File: config.mk
export PLATFORM = sky130hd
export DESIGN_NAME = dwt1d_haar_stream
export DESIGN_NICKNAME = d
export VERILOG_FILES = /design/src/rtl/dwt_pkg.sv /design/src/rtl/dwt1d_haar_stream.sv
export SDC_FILE = /design/constraint.sdc
export NUM_CORES = 1
export LEC_CHECK = 0
export BUFFER_PORTS_ARGS = -buffer_cell sky130_fd_sc_hd__buf_2
export CAP_MARGIN = 20
export CORE_AREA = 3 3 119 121
export CTS_BUF_LIST = sky130_fd_sc_hd__clkbuf_4 sky130_fd_sc_hd__clkbuf_8
export CTS_CLUSTER_SIZE = 30
export DETAILED_ROUTE_END_ITERATION = 7
export DIE_AREA = 0 0 122 124
export PLACE_DENSITY = 0.51
export SLEW_MARGIN = 40
export SYNTH_ARGS = -nofsm -noshare
export SYNTH_HDL_FRONTEND = slang
export SYNTH_SLANG_ARGS = --single-unit
File: constraint.sdc
create_clock -name clk -period 6.67 [get_ports clk]
set_input_delay 1.334 -clock clk [delete_from_list [all_inputs] [get_ports clk]]
set_output_delay 1.334 -clock clk [all_outputs]
set_load 0.02 [all_outputs]
File: src/rtl/dwt_pkg.sv
// Shared definitions for the streaming Haar lifting DWT: band tags, the lifting
// kernel and elaboration-time parameter legality.
package dwt_pkg;

  localparam logic BAND_L = 1'b0;
  localparam logic BAND_H = 1'b1;

  typedef struct packed {
    logic signed [31:0] h;
    logic signed [31:0] l;
  } lift_t;

  // Operands arrive zero-extended; 32 bits leaves headroom for DATA_W+2 up to DATA_W=30.
  function automatic lift_t haar_lift(input logic signed [31:0] e,
                                      input logic signed [31:0] o);
    lift_t r;
    r.h = o - e;
    r.l = e + ($signed(r.h) >>> 1);
    return r;
  endfunction

  function automatic bit params_ok(input int data_w, input int levels, input int lvl_w);
    return (levels >= 1) && (levels <= 7) && (data_w >= 1) && (data_w <= 30) &&
           (lvl_w >= $clog2(levels + 1));
  endfunction

endpackage

File: src/rtl/dwt1d_haar_stream.sv
// Streaming multi-level forward integer Haar (S-transform) DWT. A single lifting
// engine serves one source per cycle: final L, then deepest pending L, then input.
module dwt1d_haar_stream
  import dwt_pkg::*;
#(
  parameter int DATA_W = 8,
  parameter int LEVELS = 3,
  parameter int LVL_W  = 3
) (
  input  logic              clk,
  input  logic              reset,
  input  logic              clear,
  input  logic              in_valid,
  output logic              in_ready,
  input  logic [DATA_W-1:0] in_data,
  output logic              out_valid,
  input  logic              out_ready,
  output logic [DATA_W:0]   out_data,
  output logic [LVL_W-1:0]  out_level,
  output logic              out_band
);

  if (!params_ok(DATA_W, LEVELS, LVL_W)) begin : g_param_check
    $error("dwt1d_haar_stream: illegal DATA_W/LEVELS/LVL_W combination");
  end

  // Pending slot k holds L from level k-1; slot LEVELS+1 is the final-L register F.
  logic [DATA_W-1:0] even_q [1:LEVELS];
  logic [DATA_W-1:0] even_d [1:LEVELS];
  logic [LEVELS:1]   even_v_q, even_v_d;
  logic [DATA_W-1:0] pend_q [2:LEVELS+1];
  logic [DATA_W-1:0] pend_d [2:LEVELS+1];
  logic [LEVELS+1:2] pend_v_q, pend_v_d;

  logic              out_valid_q, out_valid_d;
  logic [DATA_W:0]   out_data_q, out_data_d;
  logic [LVL_W-1:0]  out_level_q, out_level_d;
  logic              out_band_q, out_band_d;

  logic              adv;
  logic              in_ready_w;
  logic              serve;
  int                src_k;
  logic [DATA_W-1:0] src_x;
  logic [DATA_W-1:0] src_e;
  logic              src_even_v;
  lift_t             lift;
  logic              unused_lift_bits;

  assign adv        = !out_valid_q || out_ready;
  assign in_ready_w = !reset && !clear && adv && (pend_v_q == '0);
  assign in_ready   = in_ready_w;

  assign out_valid = out_valid_q;
  assign out_data  = out_data_q;
  assign out_level = out_level_q;
  assign out_band  = out_band_q;

  // Source select below F: the deepest valid pending slot wins, else the input.
  always_comb begin
    src_k      = 1;
    src_x      = in_data;
    serve      = in_valid && in_ready_w;
    src_e      = '0;
    src_even_v = 1'b0;
    for (int j = 2; j <= LEVELS; j++) begin
      if (pend_v_q[j]) begin
        src_k = j;
        src_x = pend_q[j];
        serve = 1'b1;
      end
    end
    for (int j = 1; j <= LEVELS; j++) begin
      if (j == src_k) begin
        src_e      = even_q[j];
        src_even_v = even_v_q[j];
      end
    end
  end

  assign lift = haar_lift(32'(src_e), 32'(src_x));
  assign unused_lift_bits = ^{lift.h[31:DATA_W+1], lift.l[31:DATA_W]};

  always_comb begin
    even_d      = even_q;
    even_v_d    = even_v_q;
    pend_d      = pend_q;
    pend_v_d    = pend_v_q;
    out_valid_d = out_valid_q;
    out_data_d  = out_data_q;
    out_level_d = out_level_q;
    out_band_d  = out_band_q;

    if (clear) begin
      even_v_d    = '0;
      pend_v_d    = '0;
      out_valid_d = 1'b0;
    end else if (adv) begin
      out_valid_d = 1'b0;
      if (pend_v_q[LEVELS+1]) begin
        out_valid_d           = 1'b1;
        out_data_d            = {1'b0, pend_q[LEVELS+1]};
        out_level_d           = LVL_W'(LEVELS);
        out_band_d            = BAND_L;
        pend_v_d[LEVELS+1]    = 1'b0;
      end else if (serve) begin
        for (int j = 2; j <= LEVELS; j++) begin
          if (j == src_k) pend_v_d[j] = 1'b0;
        end
        for (int j = 1; j <= LEVELS; j++) begin
          if (j == src_k) begin
            if (!src_even_v) begin
              even_d[j]   = src_x;
              even_v_d[j] = 1'b1;
            end else begin
              out_valid_d   = 1'b1;
              out_data_d    = lift.h[DATA_W:0];
              out_level_d   = LVL_W'(j);
              out_band_d    = BAND_H;
              even_v_d[j]   = 1'b0;
              pend_d[j+1]   = lift.l[DATA_W-1:0];
              pend_v_d[j+1] = 1'b1;
            end
          end
        end
      end
    end
  end

  always_ff @(posedge clk or posedge reset) begin
    if (reset) begin
      for (int j = 1; j <= LEVELS; j++) even_q[j] <= '0;
      for (int j = 2; j <= LEVELS + 1; j++) pend_q[j] <= '0;
      even_v_q    <= '0;
      pend_v_q    <= '0;
      out_valid_q <= 1'b0;
      out_data_q  <= '0;
      out_level_q <= '0;
      out_band_q  <= 1'b0;
    end else begin
      for (int j = 1; j <= LEVELS; j++) even_q[j] <= even_d[j];
      for (int j = 2; j <= LEVELS + 1; j++) pend_q[j] <= pend_d[j];
      even_v_q    <= even_v_d;
      pend_v_q    <= pend_v_d;
      out_valid_q <= out_valid_d;
      out_data_q  <= out_data_d;
      out_level_q <= out_level_d;
      out_band_q  <= out_band_d;
    end
  end

endmodule

-- After elaboration in Yosys (flattened, before gate mapping)
Cells that the tools add are included.
- register bits after elaboration: 68
- input bits: 13
- output and inout port bits: 15
- multiplexer cells: 66
- reduce and logical (&&, ||, !) cells: 26
- bitwise logic cells: 3
- eq/ne operators: 4
- add/sub/neg operators: 2
- operators by type and width (operator ; number):
    $mux 9 ; 8
    $eq 3x32->1 const A ; 2
    $mux 3 ; 15
    $mux 8 ; 5
    $reduce_and 6->1 ; 6
    $mux 1 ; 35
    $eq 2x32->1 const A ; 1
    $mux 32 ; 1
    $reduce_and 4->1 ; 3
    $reduce_bool 2->1 ; 6
    $sub 8x8->9 ; 1
    $add 8x8->8 ; 1
    $reduce_and 3->1 ; 2
    $logic_and 1x1->1 ; 4
    $mux 2 ; 2
    $logic_not 1->1 ; 3
    $logic_not 3->1 ; 1
    $not 1->1 ; 3
    $ne 2x2->1 const B ; 1
    $logic_or 1x1->1 ; 1

-- Longest topological paths before layout
- depth after elaboration: 16
- mapped depth: 23
- gate-level depth less buffers: 18

-- Least setup slack after synthesis
OpenSTA, ideal clock, no wires.
- path kind: input to register
- start: in in_data[0]
- end: reg pend_q[13] (netlist name)
- buffers on the path: 0
- slack: 1931 ps
- stages on the path: 18
- data required time: 6540 ps
- arrival time: 4608 ps
- cells stage by stage: mux2_2 > mux2_2 > inv_1 > ha_1 > fa_1 > maj3_2 > nor2_1 > nor2_1 > xnor2_1 > ha_1 > inv_1 > a21o_1 > nor3_1 > or4_4 > o211ai_1 > o211ai_4 > xnor2_1 > o21ai_1
- cells in the longest elaborated chain, start to end: 4
- ends and longest elaborated chain (element ; line ; text):
    from (decl) ; dwt1d_haar_stream.sv:15 ; input logic [DATA_W-1:0] in_data,
    $mux 8 (2 in a row) ; dwt1d_haar_stream.sv:67 ; if (pend_v_q[j]) begin
    $sub 8x8->9 ; dwt_pkg.sv:17 ; r.h = o - e;
    $add 8x8->8 ; dwt_pkg.sv:18 ; r.l = e + ($signed(r.h) >>> 1);
    to (decl) ; dwt1d_haar_stream.sv:31 ; logic [DATA_W-1:0] pend_q [2:LEVELS+1];
Every way passes these cells.
A chain may end at the register's enable or synchronous reset.

-- Worst setup path after layout
- start: reg pend_v_q[2] (netlist name)
- end: reg pend_q[13] (netlist name)
- RTL lines (element ; line ; text):
    from (decl) ; dwt1d_haar_stream.sv:33 ; logic [LEVELS+1:2] pend_v_q, pend_v_d;
    from (signal assigned) ; dwt1d_haar_stream.sv:144 ; pend_v_q <= pend_v_d;
    $mux 8 (2 in a row) ; dwt1d_haar_stream.sv:67 ;
    net src_x[1] ; dwt1d_haar_stream.sv:44 ; logic [DATA_W-1:0] src_x;
    $sub 8x8->9 ; dwt_pkg.sv:17 ;
    $add 8x8->8 ; dwt_pkg.sv:18 ;
The timed path passes the listed nets, and every way through them passes these cells.

==> qor.txt <==
RUN STATUS
-------------------------------------------------------------------------------
Result of the run ................................................ finished, final reports clean

ROUTE
-------------------------------------------------------------------------------
Routed wirelength normalized by instance count ...................      15.8 µm
Routed via count .................................................         3158
Detailed Route Iter0 Violations ..................................          193
Wire length after detailed routing ...............................      9910 µm
Antenna Violating Nets Remaining .................................            0
Via count normalized by instance count ...........................         5.04
# DRC ............................................................            0
Detailed-routing iteration count for the pre-antenna-repair pass .            5

YOSYS
-------------------------------------------------------------------------------
Post-Synthesis Mean Instance Area ................................     9.63 µm²
Most common flop cell mapped by yosys ............................ sky130_fd_sc_hd__dfrtp_1
Synthesized net count ............................................          446
Unique cell type count in the Yosys netlist ......................           68
Sequential element share of the synthesized area .................        41.8%
Share of the synthesized area in the top cell type ...............        41.8%
Netlist area before placement ....................................     4080 µm²
Number of instances in the synthesized netlist ...................          423
Leading area contributor after synthesis ......................... sky130_fd_sc_hd__dfrtp_1
Post-synth EDFFs .................................................            0
Number of synthesized register bits ..............................           68
Fraction of registers with async set/reset .......................         100%
Synthesis Warnings ...............................................            0
Area contributors post-synth ..................................... sky130_fd_sc_hd__dfrtp_1, sky130_fd_sc_hd__mux2_2, sky130_fd_sc_hd__nand2_1, sky130_fd_sc_hd__o21ai_0, sky130_fd_sc_hd__mux2i_1

FINISH
-------------------------------------------------------------------------------
Net total in the final layout ....................................          468
Commonest cells after routing, fill and taps aside ............... sky130_fd_sc_hd__dfrtp_1, sky130_fd_sc_hd__nand2_1, sky130_fd_sc_hd__o21ai_0, sky130_fd_sc_hd__buf_2, sky130_fd_sc_hd__nor2_1
Finished Layout Cells ............................................          626
Core utilization of the finished layout ..........................        34.7%
Area growth from synthesis to layout .............................        12.3%
Most common library cell in the layout ignoring fill and taps .... sky130_fd_sc_hd__dfrtp_1
Antenna fix cells ................................................            0
Proportion of layout cells with a drive suffix above 1 ...........        20.4%

SETUP PATH
-------------------------------------------------------------------------------
Worst flop-to-flop path endpoint ................................. pend_q[13]$_DFFE_PP0P_
Type of the setup path with the least slack ...................... flip-flop to flip-flop
Endpoint class of the critical path ..............................    flip-flop
Nature of the critical path startpoint ...........................    flip-flop
Reg2Reg Depth ....................................................           16
Worst endpoint required time .....................................      6.88 ns
Largest fanout on the critical path ..............................           12
CP arrival .......................................................      5.20 ns
R2R Setup Slk ....................................................      1.68 ns
Worst flop-to-flop path startpoint ............................... pend_v_q[2]$_DFFE_PP0P_

DIE
-------------------------------------------------------------------------------
Area inside the core boundary ....................................    13200 µm²
Starting density of the core .....................................        30.9%
Die extent in y ..................................................       124 µm
FP Rows ..........................................................           42
Overall die width ................................................       122 µm
Die area .........................................................    15100 µm²
Count of boundary I/O pins .......................................           28

PLACE
-------------------------------------------------------------------------------
Input/output buffers .............................................           27
Number of placed cells counting well taps ........................          610
GPL Wtd Cong .....................................................        0.904
Final HPWL from detailed placement ...............................      7170 µm

CLOCK NETWORK
-------------------------------------------------------------------------------
Clk sink count ...................................................           68
CTS clock-pin slew for the worst setup and hold paths ............      0.07 ns
Post-CTS repair timing setup buffer count ........................            0
Max Root-Sink Buffers ............................................            2
Number of buffers added by the clock tree synthesis step .........            9
CTS Hold Buffers Added ...........................................            0
Clock tree from TritonCTS ........................................        built
Clk Tree Root Cell ............................................... sky130_fd_sc_hd__clkbuf_8
Number of H-tree levels ..........................................            3
Insertion delay of the later-clocked pin in the worst-skew pair ..      0.35 ns
Post-cts sizing count ............................................            0

TIMING
-------------------------------------------------------------------------------
Count of pins over their slew limit ..............................            0
Peak Freq ........................................................      201 MHz
Fin Setup TNS ....................................................         0 ns
RSZ-0062 raised after global routing .............................           no
Tmin final .......................................................      4.99 ns
Max_slew headroom ................................................        48.3%
Final setup violation count ......................................            0
Final clock period utilization by the worst path .................        74.8%
Worst-Margin Slew ................................................     0.774 ns
Number of hold violations in the final report ....................            0
Post-route worst hold slack ......................................     0.479 ns
Worst clock skew .................................................    0.0144 ns

GRT
-------------------------------------------------------------------------------
Overflow left after global routing ...............................            0
Number of global-route vias before repair ........................         3165
Wire length of the first global-routing pass .....................     16400 µm
Maximum number of pins on one net before global-route repair .....           70
GRT Total Usage ..................................................        14.0%
Antenna violations before repair .................................            0

POWER
-------------------------------------------------------------------------------
Peak supply drop .................................................  0.0000797 V
Power per Cell Area ..............................................   293 nW/µm²
LEAKAGE ..........................................................      1.92 nW

HOLD PATH
-------------------------------------------------------------------------------
Hold Crit Endpoint ............................................... even_q[5]$_DFFE_PP0P_
Min-Delay Path Class ............................................. flip-flop to flip-flop
Count of cells along the worst hold path .........................            2
Source of the worst hold timing path ............................. even_q[5]$_DFFE_PP0P_

RUN
-------------------------------------------------------------------------------
Max-cap check violation count ....................................            0

[cell usage after synthesis, types with 4 or more instances]
| master | count |
|---|---|
| sky130_fd_sc_hd__nor3_1 | 9 |
| sky130_fd_sc_hd__a21oi_1 | 18 |
| sky130_fd_sc_hd__a211oi_1 | 6 |
| sky130_fd_sc_hd__dfrtp_1 | 68 |
| sky130_fd_sc_hd__inv_1 | 14 |
| sky130_fd_sc_hd__o21ai_1 | 5 |
| sky130_fd_sc_hd__mux2i_1 | 13 |
| sky130_fd_sc_hd__o21ai_0 | 40 |
| sky130_fd_sc_hd__buf_1 | 4 |
| sky130_fd_sc_hd__xnor2_1 | 14 |
| sky130_fd_sc_hd__nand3_1 | 5 |
| sky130_fd_sc_hd__nand2b_1 | 6 |
| sky130_fd_sc_hd__xor2_1 | 5 |
| sky130_fd_sc_hd__ha_1 | 8 |
| sky130_fd_sc_hd__mux2_2 | 23 |
| sky130_fd_sc_hd__clkbuf_1 | 12 |
| sky130_fd_sc_hd__and2_1 | 5 |
| sky130_fd_sc_hd__nand2_1 | 56 |
| sky130_fd_sc_hd__and3_1 | 4 |
| sky130_fd_sc_hd__a31oi_1 | 6 |
| sky130_fd_sc_hd__nor2_1 | 26 |
| sky130_fd_sc_hd__o22a_1 | 4 |
| sky130_fd_sc_hd__o21a_1 | 8 |
[cell families after synthesis]
kind of cell               count (synthesis)  share of synthesized area (%)
xor gates and xnor gates                  21                           4.88
DFF                                       68                           41.8
AOI/OAI and AO/OA                        114                           18.5
and+or+nand+nor                          130                           15.3
adders and majority gates                 14                           4.48
muxes                                     41                           11.3
buffers and inverters                     35                           3.75
[how the worst max path moves through the flow]
| stage | from | end | slack, ns | cells after the start |
|---|---|---|---|---|
| floorplan | in_data[0] | pend_q[13]$_DFFE_PP0P_ | 1.93 | 18 |
| global placement | in_data[0] | pend_q[13]$_DFFE_PP0P_ | 1.63 | 17 |
| CTS | pend_v_q[2]$_DFFE_PP0P_ | pend_q[5]$_DFFE_PP0P_ | 1.65 | 17 |
| global route | pend_v_q[2]$_DFFE_PP0P_ | pend_q[5]$_DFFE_PP0P_ | 1.32 | 16 |
| finish | pend_v_q[2]$_DFFE_PP0P_ | pend_q[13]$_DFFE_PP0P_ | 1.68 | 16 |
| detailed placement | in_data[0] | pend_q[5]$_DFFE_PP0P_ | 1.45 | 17 |
[cell type report]
| class | instances | area [µm²] |
|---|---|---|
| well taps | 176 | 220 |
| repair buffers | 32 | 176 |
| inverters | 14 | 52.6 |
| clock buffers | 12 | 159 |
| flip-flops and latches | 68 | 1700 |
| fillers | 1351 | 8610 |
| clock inverters | 4 | 47.5 |
| multi-input cells | 320 | 2220 |
[power breakdown]
part           internal, mW  switching [mW]
Sequential            0.458          0.0243
Combinational         0.201           0.306
Clock                 0.196           0.156
[worst max-delay path, cell delays in order (launching register included)]
cell and delay (ns):
sky130_fd_sc_hd__dfrtp_1 0.79, sky130_fd_sc_hd__buf_4 0.34, sky130_fd_sc_hd__mux2i_1 0.09, sky130_fd_sc_hd__o21ai_0 0.27, sky130_fd_sc_hd__inv_1 0.17, sky130_fd_sc_hd__fa_1 0.49, sky130_fd_sc_hd__xnor2_1 0.28, sky130_fd_sc_hd__ha_1 0.29
sky130_fd_sc_hd__and4b_1 0.18, sky130_fd_sc_hd__a211oi_1 0.40, sky130_fd_sc_hd__a21o_1 0.21, sky130_fd_sc_hd__nor3_1 0.05, sky130_fd_sc_hd__or4_4 0.55, sky130_fd_sc_hd__o211ai_1 0.17, sky130_fd_sc_hd__o211ai_4 0.16, sky130_fd_sc_hd__xnor2_1 0.28
sky130_fd_sc_hd__o21ai_1 0.11
[flip-flops by register name, summed over array words and instances (netlist names)]
name / cells
out_valid: 1
even_q: 24
pend_q: 24
out_level: 3
out_band: 1
out_data: 9
even_v_q: 3
pend_v_q: 3
[metal layers]
metal | global-route usage, % | up-vias | part of all wire [%]
met5 | 0 | - | 0
met4 | 5.67 | 0 | 1.7
met3 | 2.18 | 12 | 3.4
met2 | 23.8 | 50 | 48
met1 | 17.8 | 1535 | 47
li1 | - | 1561 | -
[stage by stage]
step                power, mW  setup WS, ns  cell area (µm²)
floorplan               0.874          1.93             4080
global placement        0.991          1.63             4370
detailed placement       1.00          1.45             4370
CTS                      1.36          1.65             4580
global route             1.44          1.32             4580
finish                   1.34          1.68             4580
No activity file was read; power rests on OpenSTA's default activity.
